==> config.mk <==
export PLATFORM = sky130hd
export DESIGN_NAME = fetch_stage
export DESIGN_NICKNAME = d
export VERILOG_FILES = /design/src/rtl/cpu_types_pkg.sv /design/src/rtl/fetch_stage_ifid_reg.sv /design/src/rtl/fetch_stage.sv
export SDC_FILE = /design/constraint.sdc
export NUM_CORES = 1
export LEC_CHECK = 0
export ABC_AREA = 0
export CORE_UTILIZATION = 25
export CTS_CLUSTER_DIAMETER = 200
export DETAILED_ROUTE_END_ITERATION = 12
export GPL_ROUTABILITY_DRIVEN = 0
export PLACE_DENSITY = 0.54
export SKIP_LAST_GASP = 1
export SLEW_MARGIN = 40
export SYNTH_ARGS = -nofsm -noshare
export SYNTH_HDL_FRONTEND = slang
export SYNTH_SLANG_ARGS = --single-unit
export TNS_END_PERCENT = 10
==> constraint.sdc <==
create_clock -name CLK -period 6.73 [get_ports CLK]
set_input_delay 1.6825 -clock CLK [delete_from_list [all_inputs] [get_ports CLK]]
set_output_delay 1.6825 -clock CLK [all_outputs]
set_load 0.1 [all_outputs]
==> src/rtl/cpu_types_pkg.sv <==
// Shared datapath types for the pipelined MIPS core: word type, field widths,
// fetch FSM encoding and the IF/ID pipeline register layout.
package cpu_types_pkg;

  typedef logic [31:0] word_t;

  localparam int IMM_W  = 16;
  localparam int ADDR_W = 26;

  typedef enum logic [1:0] {
    FETCH  = 2'd0,
    HOLD   = 2'd1,
    DRAIN  = 2'd2,
    HALTED = 2'd3
  } fetch_state_t;

  typedef struct packed {
    logic              valid;
    word_t             instr;
    word_t             pcplus4;
`ifdef FETCH_PREDECODE_EN
    logic [IMM_W-1:0]  imm16;
    logic [ADDR_W-1:0] imm26;
`endif
  } ifid_t;

endpackage

==> src/rtl/fetch_stage_ifid_reg.sv <==
// IF/ID pipeline register: flush beats stall, stall holds, load fills, otherwise
// a bubble. Written against ifid_t so later pipeline registers can copy it as is.
module ifid_reg
  import cpu_types_pkg::*;
(
  input  logic  CLK,
  input  logic  nRST,
  input  logic  flush,
  input  logic  stall,
  input  logic  load,
  input  ifid_t din,
  output ifid_t dout
);

  always_ff @(posedge CLK or negedge nRST) begin
    if (!nRST) begin
      dout <= '0;
    end else if (flush) begin
      dout.valid <= 1'b0;
    end else if (!stall) begin
      if (load) dout <= din;
      else      dout.valid <= 1'b0;
    end
  end

endmodule

==> src/rtl/fetch_stage.sv <==
// Instruction fetch: PC, icache request, one-entry skid buffer and IF/ID register.
// Define FETCH_PREDECODE_EN to add the registered ifid_imm16/ifid_imm26 outputs.
module fetch_stage
  import cpu_types_pkg::*;
#(
  parameter word_t PC_INIT = 32'h0
) (
  input  logic        CLK,
  input  logic        nRST,
  input  logic        halt,
  input  logic        id_stall,
  input  logic        flush,
  input  logic        redirect,
  input  logic [31:0] redirect_pc,
  output logic        imemREN,
  output logic [31:0] imemaddr,
  input  logic [31:0] imemload,
  input  logic        ihit,
  output logic        ifid_valid,
  output logic [31:0] ifid_instr,
  output logic [31:0] ifid_pcplus4,
  output logic [1:0]  fetch_state
`ifdef FETCH_PREDECODE_EN
  , output logic [IMM_W-1:0]  ifid_imm16
  , output logic [ADDR_W-1:0] ifid_imm26
`endif
);

  fetch_state_t state, state_n;
  word_t pc, pc_n, tgt, tgt_n, skid, skid_n, skid_pc4, skid_pc4_n;
  logic  skid_valid, skid_valid_n, halt_q;
  logic  load_en;
  word_t load_instr, load_pc4, pc4;
  fetch_state_t run_state;
  ifid_t ifid_d, ifid_q;

  assign pc4       = pc + 32'd4;
  // Every entry into FETCH is diverted to HALTED once a halt has been seen.
  assign run_state = (halt_q || halt) ? HALTED : FETCH;

  always_comb begin
    state_n      = state;
    pc_n         = pc;
    tgt_n        = tgt;
    skid_n       = skid;
    skid_pc4_n   = skid_pc4;
    skid_valid_n = skid_valid;
    load_en      = 1'b0;
    load_instr   = imemload;
    load_pc4     = pc4;
    case (state)
      FETCH: begin
        if (ihit) begin
          if (redirect) begin
            pc_n    = redirect_pc;
            state_n = run_state;
          end else if (!id_stall) begin
            load_en = 1'b1;
            pc_n    = pc4;
            state_n = run_state;
          end else begin
            skid_n       = imemload;
            skid_pc4_n   = pc4;
            skid_valid_n = 1'b1;
            pc_n         = pc4;
            state_n      = HOLD;
          end
        end else if (redirect) begin
          // Keep pc on the missing address until the cache answers.
          tgt_n   = redirect_pc;
          state_n = DRAIN;
        end
      end
      HOLD: begin
        if (redirect) begin
          skid_valid_n = 1'b0;
          pc_n         = redirect_pc;
          state_n      = run_state;
        end else if (!id_stall) begin
          load_en      = 1'b1;
          load_instr   = skid;
          load_pc4     = skid_pc4;
          skid_valid_n = 1'b0;
          state_n      = run_state;
        end
      end
      DRAIN: begin
        if (ihit) begin
          pc_n    = redirect ? redirect_pc : tgt;
          state_n = run_state;
        end else if (redirect) begin
          tgt_n = redirect_pc;
        end
      end
      HALTED: begin
        if (skid_valid && !id_stall) begin
          load_en      = 1'b1;
          load_instr   = skid;
          load_pc4     = skid_pc4;
          skid_valid_n = 1'b0;
        end
      end
      default: state_n = state;
    endcase
  end

  always_ff @(posedge CLK or negedge nRST) begin
    if (!nRST) begin
      state      <= FETCH;
      pc         <= PC_INIT;
      tgt        <= '0;
      skid       <= '0;
      skid_pc4   <= '0;
      skid_valid <= 1'b0;
      halt_q     <= 1'b0;
    end else begin
      state      <= state_n;
      pc         <= pc_n;
      tgt        <= tgt_n;
      skid       <= skid_n;
      skid_pc4   <= skid_pc4_n;
      skid_valid <= skid_valid_n;
      halt_q     <= halt_q | halt;
    end
  end

  always_comb begin
    ifid_d         = '0;
    ifid_d.valid   = 1'b1;
    ifid_d.instr   = load_instr;
    ifid_d.pcplus4 = load_pc4;
`ifdef FETCH_PREDECODE_EN
    ifid_d.imm16   = load_instr[IMM_W-1:0];
    ifid_d.imm26   = load_instr[ADDR_W-1:0];
`endif
  end

  ifid_reg u_ifid_reg (
    .CLK   (CLK),
    .nRST  (nRST),
    .flush (flush),
    .stall (id_stall),
    .load  (load_en),
    .din   (ifid_d),
    .dout  (ifid_q)
  );

  assign imemREN      = (state == FETCH) || (state == DRAIN);
  assign imemaddr     = pc;
  assign ifid_valid   = ifid_q.valid;
  assign ifid_instr   = ifid_q.instr;
  assign ifid_pcplus4 = ifid_q.pcplus4;
  assign fetch_state  = state;
`ifdef FETCH_PREDECODE_EN
  assign ifid_imm16   = ifid_q.imm16;
  assign ifid_imm26   = ifid_q.imm26;
`endif

endmodule

==> results_dict.tcl <==
set metrics [dict create \
    tritoncts "yes" \
    avgRoutedWirePerCell_microns 18.3 \
    path_class "in2reg" \
    relSlewSlack_pct 51.0 \
    die_w_microns 201 \
    fp.dieH_microns 201 \
    hp-class "reg2reg" \
    fin_ws_ns 2.56 \
    postCtsSetupBuffers 0 \
    nNetsFinal 1198 \
    clk_pin_slew_worst_paths_ns 0.08 \
    ctsResizeCount 0 \
    synth_top_flop_cell "dfrtp_1" \
    synth-seq-cells 197 \
    grt_pass1_vias 7723 \
    synth-edff-count 0 \
    grt_usage_pct 15.1 \
    rsz0062_at_grt "no" \
    status "completed" \
    cts_made_buffers 17 \
    grt_pass1_wl_mm 47.1 \
    cp_max_fo 60 \
    ant_nets 0 \
    first_iter_violations 467 \
    start_util_pct 25.5 \
    ys_warn_count 0 \
    grt_max_degree 102 \
    htreeDepth 4 \
    syn_nets 1080 \
    dp_hpwl_mm 21.3 \
    maxSlewViolCount 0 \
    start_kind "input port" \
    final_layout_size_suffix_gt1_share_pct 22.5 \
    ctsHoldBuffers 0 \
    clk_path_buf_depth 2 \
    num-fill-cells 4021 \
    cp-end-kind "flop" \
    fmax_mhz 240 \
    required_ns 7.10 \
    grt_antenna_before_repair 0 \
    fp-row-count 72 \
    remaining_drc_errors 0 \
    setup_viol 0 \
    pre_cts_slack_ns 2.09 \
    async_flop_share_pct 100 \
    tns_ns 0 \
    overflow 0 \
    routed_wl_mm 30.2 \
    ff2ff_setup_slack_ns 3.43 \
    ys_seq_area_share_pct 49.8 \
    maxCapViolCount 0 \
    worst_pin_slew_ns 0.733 \
    avgSynthCellArea_sq_um 9.87 \
    via_per_inst 4.90 \
    finalCritPeriodShare_pct 61.9 \
    cp.arrival_ns 4.54 \
    finalInstanceArea_sq_um 12200 \
    synth_cell_types 58 \
    hold_slack_ns 0.476 \
    portBuffers 170 \
    core_sq_um 38800 \
    ios 171 \
    synth_cells 1003 \
    clk_latency_ns 0.45 \
    clock-root-buffer "clkbuf_16" \
    vias 8088 \
    hold_viol 0 \
    fin_skew_ns 0.0130 \
    fp.dieArea_sq_um 40400 \
    synth_area_sq_um 9900 \
    n_antenna_cell 0 \
    cts.sinks 197 \
    min_period_ns 4.17 \
    firstDrtPassIters 7 \
    placed_cell_area_sq_um 11600 \
    synthToLayoutAreaGrowth_pct 22.8 \
]
## state kept, by name, indices dropped and copies added (netlist names)
signal and count:
skid 32, skid_pc4 32, u_ifid_reg.dout 65, skid_valid 1, halt_q 1, tgt 32
imemaddr 32, fetch_state 2
## cell usage after synthesis (12+ instances only)
cell type	n	area, sq um
a21oi_1	122	611
a22oi_1	44	330
a31oi_1	15	93.8
buf_2	21	105
clkbuf_1	55	206
dfrtp_1	197	4930
inv_1	12	45.0
mux2_2	84	946
nand2_1	72	270
nand3_1	18	90.1
nand4_1	13	81.3
nor2_1	97	364
nor3_1	21	105
o21ai_0	40	200
xnor2_1	16	140
## critical path, cell delays in order
cell	delay, ns
clkdlybuf4s50_1	0.79
or3_1	0.64
a21oi_4	0.54
buf_4	0.59
nor2_1	0.08
a21oi_1	0.15
## layer usage
layer / global-route usage (%) / vias to the layer above / wire (microns)
met1: 21.4 / 3959 / 14600
met5: 0 / - / 0
li1: - / 3892 / -
met3: 3.41 / 30 / 1500
met2: 22.5 / 207 / 13600
met4: 5.04 / 0 / 520
## worst paths after layout
path / to / start / depth (start not counted)
setup / recovery: u_ifid_reg.dout[62]$_DFFE_PN0P_ / id_stall / 6
hold / removal: halt_q$_DFF_PN0_ / halt_q$_DFF_PN0_ / 1
setup reg to reg: u_ifid_reg.dout[62]$_DFFE_PN0P_ / fetch_state[1]$_DFFE_PN0P_ / 9
hold reg to reg: halt_q$_DFF_PN0_ / halt_q$_DFF_PN0_ / 1
min in group asynchronous: halt_q$_DFF_PN0_ / nRST / 1
max in group asynchronous: u_ifid_reg.dout[37]$_DFFE_PN0P_ / nRST / 2
## cell usage in the layout, fill, tap and decap left out, types with 8 or more instances in the layout
cell	Yosys	final
a21oi_1	122	121
a221oi_1	8	8
a22o_1	8	8
a22oi_1	44	44
a2bb2oi_1	8	8
a31oi_1	15	15
and3_1	9	9
buf_2	21	101
buf_4	4	17
clkbuf_16	0	18
clkdlybuf4s50_1	0	68
dfrtp_1	197	197
inv_1	12	12
mux2_2	84	84
nand2_1	72	70
nand3_1	18	18
nand4_1	13	13
nor2_1	97	96
nor3_1	21	21
nor4_1	9	9
o21ai_0	40	40
o22a_1	8	8
xnor2_1	16	16
## logic make-up (layout without fill, tap and decap cells)
group / after synthesis / in the layout / synth area share, %
xor gates and xnor gates: 21 / 21 / 1.86
and+or+nand+nor: 278 / 278 / 13.3
DFF: 197 / 197 / 49.8
AOI/OAI and AO/OA: 311 / 311 / 19.9
buffers and inverters: 100 / 231 / 4.22
adders and majority gates: 6 / 6 / 0.758
muxes: 90 / 90 / 10.2
## through the flow
step	utilization, %	std cells
after floorplan	-	1003
after global placement	31.0	1620
after detailed placement	29.8	1620
after CTS	31.3	1652
after global routing	31.3	1652
final	31.3	1652
## cell type report
| cell class | count | area, sq um | area share, % |
|---|---|---|---|
| well taps | 518 | 648 | 5.33 |
| flip-flops and latches | 197 | 4930 | 40.5 |
| inverters | 12 | 45.0 | 0.370 |
| clock buffers | 17 | 425 | 3.50 |
| multi-input cells | 706 | 4600 | 37.8 |
| repair buffers | 187 | 1340 | 11.0 |
| clock inverters | 15 | 181 | 1.49 |
Power is not shown: default switching activity piles up to over one toggle a cycle in this logic, so the estimate is an artifact.
==> edit: new RTL, same flow settings <==
Reset style: synchronous (`nRST`), changed in 2 clocked blocks.
--- a/src/rtl/fetch_stage_ifid_reg.sv
+++ b/src/rtl/fetch_stage_ifid_reg.sv
@@ -12,7 +12,7 @@
   output ifid_t dout
 );
 
-  always_ff @(posedge CLK or negedge nRST) begin
+  always_ff @(posedge CLK) begin
     if (!nRST) begin
       dout <= '0;
     end else if (flush) begin
--- a/src/rtl/fetch_stage.sv
+++ b/src/rtl/fetch_stage.sv
@@ -104,7 +104,7 @@
     endcase
   end
 
-  always_ff @(posedge CLK or negedge nRST) begin
+  always_ff @(posedge CLK) begin
     if (!nRST) begin
       state      <= FETCH;
       pc         <= PC_INIT;
Formal check against the unedited RTL: differs if nRST is asserted again (counterexample within 4 cycles, from zero or initial values and one cycle with nRST low); with nRST held inactive, the same outputs for 4 cycles.
==> edit against the original RTL <==
- area after synthesis decreased by 7.1%
- sequential cell count unchanged
- setup slack improved by 0.067 ns
- wire length increased by 9.0%
- count of clock-buffer cells in the layout increased by 1
- critical path depth unchanged
- final area decreased by 7.1%
- global-route usage increased by 2.1 points
- largest cell class is now multi-input gates
==> edit: results (changes against the original RTL) <==
* Slew margin rel. at 0.459 (was 0.510)
* Post-synth cell types at 61 (was 58)
* Hold Path Class: reg -> reg (unchanged)
* Vias in the first global route at 8418 (was 7723)
* Tot GR Track Use at 0.172 (was 0.151)
* # H-tree levels at 4 (unchanged)
* Commonest cells in the netlist: dfxtp_1 (197), nand2_1 (173), a21oi_1 (132) (was dfrtp_1 (197), a21oi_1 (122), nor2_1 (97))
* Clk root buf: clkbuf_16 (unchanged)
* Status: complete, no violations (unchanged)
* Drt pass-1 iters at 5 (was 7)
* Initial antenna violation count at 0 (unchanged)
* FF-to-FF setup slack at 3.77 ns (was 3.43 ns)
* CP Data Arrival Time at 4.45 ns (was 4.54 ns)
* Post-Route WL at 32900 µm (was 30200 µm)
* Cts bufs inserted at 17 (unchanged)
* Skew-Pair Late Insertion Delay at 0.45 ns (about the same)
* First-pass GRT wire length at 51100 µm (was 47100 µm)
* Final Cycle Share at 0.610 (was 0.619)
* Initial DRC count at 657 (was 467)
* Setup Skew at 0.0152 ns (was 0.0130 ns)
* Pleak at 4.12 nW
* Critical-path maximum fanout at 48 (was 60)
* Via-per-instance ratio at 5.27 (was 4.90)
* Number of fillers in the final layout at 3889 (was 4021)
* Post-CTS Setup Bufs at 0 (unchanged)
* Worst reg2reg endpoint: imemaddr[29] (was u_ifid_reg.dout[62])
* RR Startpoint: fetch_state[0] (was fetch_state[1])
* Clock slew at reported path FFs at 0.07 ns
* Final #Nets at 1343 (was 1198)
* Share of cells above drive strength 1 at 0.139 (was 0.225)
* Synth area leaders: dfxtp_1 (43%), a21oi_1 (7.2%), nand2_1 (7.1%) (was dfrtp_1 (50%), mux2_2 (9.6%), a21oi_1 (6.2%))
* Post-cts resize count at 0 (unchanged)
* DP HPWL at 22100 µm (was 21300 µm)
* Input/output buffers at 170 (unchanged)
* Final instance area at 11300 µm² (was 12200 µm²)
* Min-delay src: tgt[18] (was halt_q)
* Main synth FF type: dfxtp_1 (was dfrtp_1)
* Largest net degree at the start of global routing at 100 (was 102)
* Biggest register: u_ifid_reg.dout (unchanged)
* Post-synthesis sequential area ratio at 0.429 (was 0.498)
* Post-synthesis async set-or-reset flop share at 0 (was 1.00)
* WHS Endpoint: tgt[18] (was halt_q)
* Hold depth at 2 (was 1)
* Syn nets at 1247 (was 1080)
[edit: layout make-up]
class / count / share of cell area
clock buffer: 18 / 0.0380
clock inverter: 14 / 0.0129
inverter: 7 / 0.00277
multi-input combinational: 856 / 0.430
sequential: 197 / 0.349
tap: 461 / 0.0510
timing repair buffer: 186 / 0.116
[edit: power by group]
group          leakage [nW]  switching (mW)  internal [mW]
sequential             1.60           0.163           1.28
clock                 0.279           0.505          0.522
combinational          2.23            1.12          0.343
[edit: through the flow]
| stage | hold WS (ns) | worst slack, ns | power [mW] | instances |
|---|---|---|---|---|
| after floorplan | 0.434 | 2.30 | 2.53 | 1169 |
| after global placement | 0.440 | 2.29 | 2.98 | 1707 |
| after detailed placement | 0.446 | 2.17 | 2.92 | 1707 |
| after CTS | 0.457 | 2.63 | 3.95 | 1739 |
| after global routing | 0.472 | 2.40 | 4.10 | 1739 |
| final | 0.455 | 2.63 | 3.93 | 1739 |
[edit: metal layers]
metal / global-route usage / routed length, µm / vias to the layer above
met5: 0 / 0 / -
met4: 0.0450 / 480 / 0
met3: 0.0306 / 2060 / 29
met2: 0.273 / 15000 / 339
met1: 0.240 / 15300 / 4374
li1: - / - / 4428
[edit: kinds of logic (layout without fill, tap and decap cells)]
| logic type | count (synthesis) | after routing | synth area share |
|---|---|---|---|
| XOR/XNOR | 21 | 21 | 0.0200 |
| multiplexers | 9 | 9 | 0.0107 |
| AND/OR/NAND/NOR | 441 | 441 | 0.218 |
| AO/OA/AOI/OAI | 378 | 378 | 0.264 |
| adder cells (fa/ha/maj) | 7 | 7 | 0.00952 |
| flip-flops | 197 | 197 | 0.429 |
| buffers and inverters | 116 | 225 | 0.0488 |
[edit: worst max-delay path by stage]
stage                     slack, ns           start          end
after CTS                      2.63        redirect  skid_pc4[4]
after floorplan                2.30  fetch_state[1]      imemREN
final                          2.63        redirect  skid_pc4[4]
after global routing           2.40        redirect  skid_pc4[4]
after detailed placement       2.17        redirect  skid_pc4[4]
after global placement         2.29        redirect  skid_pc4[4]
[edit: critical path, stage by stage]
cell and delay [ns]:
clkdlybuf4s50_1 0.71, nor2b_1 0.42, and3_2 0.74, buf_4 0.54, nor2_1 0.09, a211oi_1 0.23
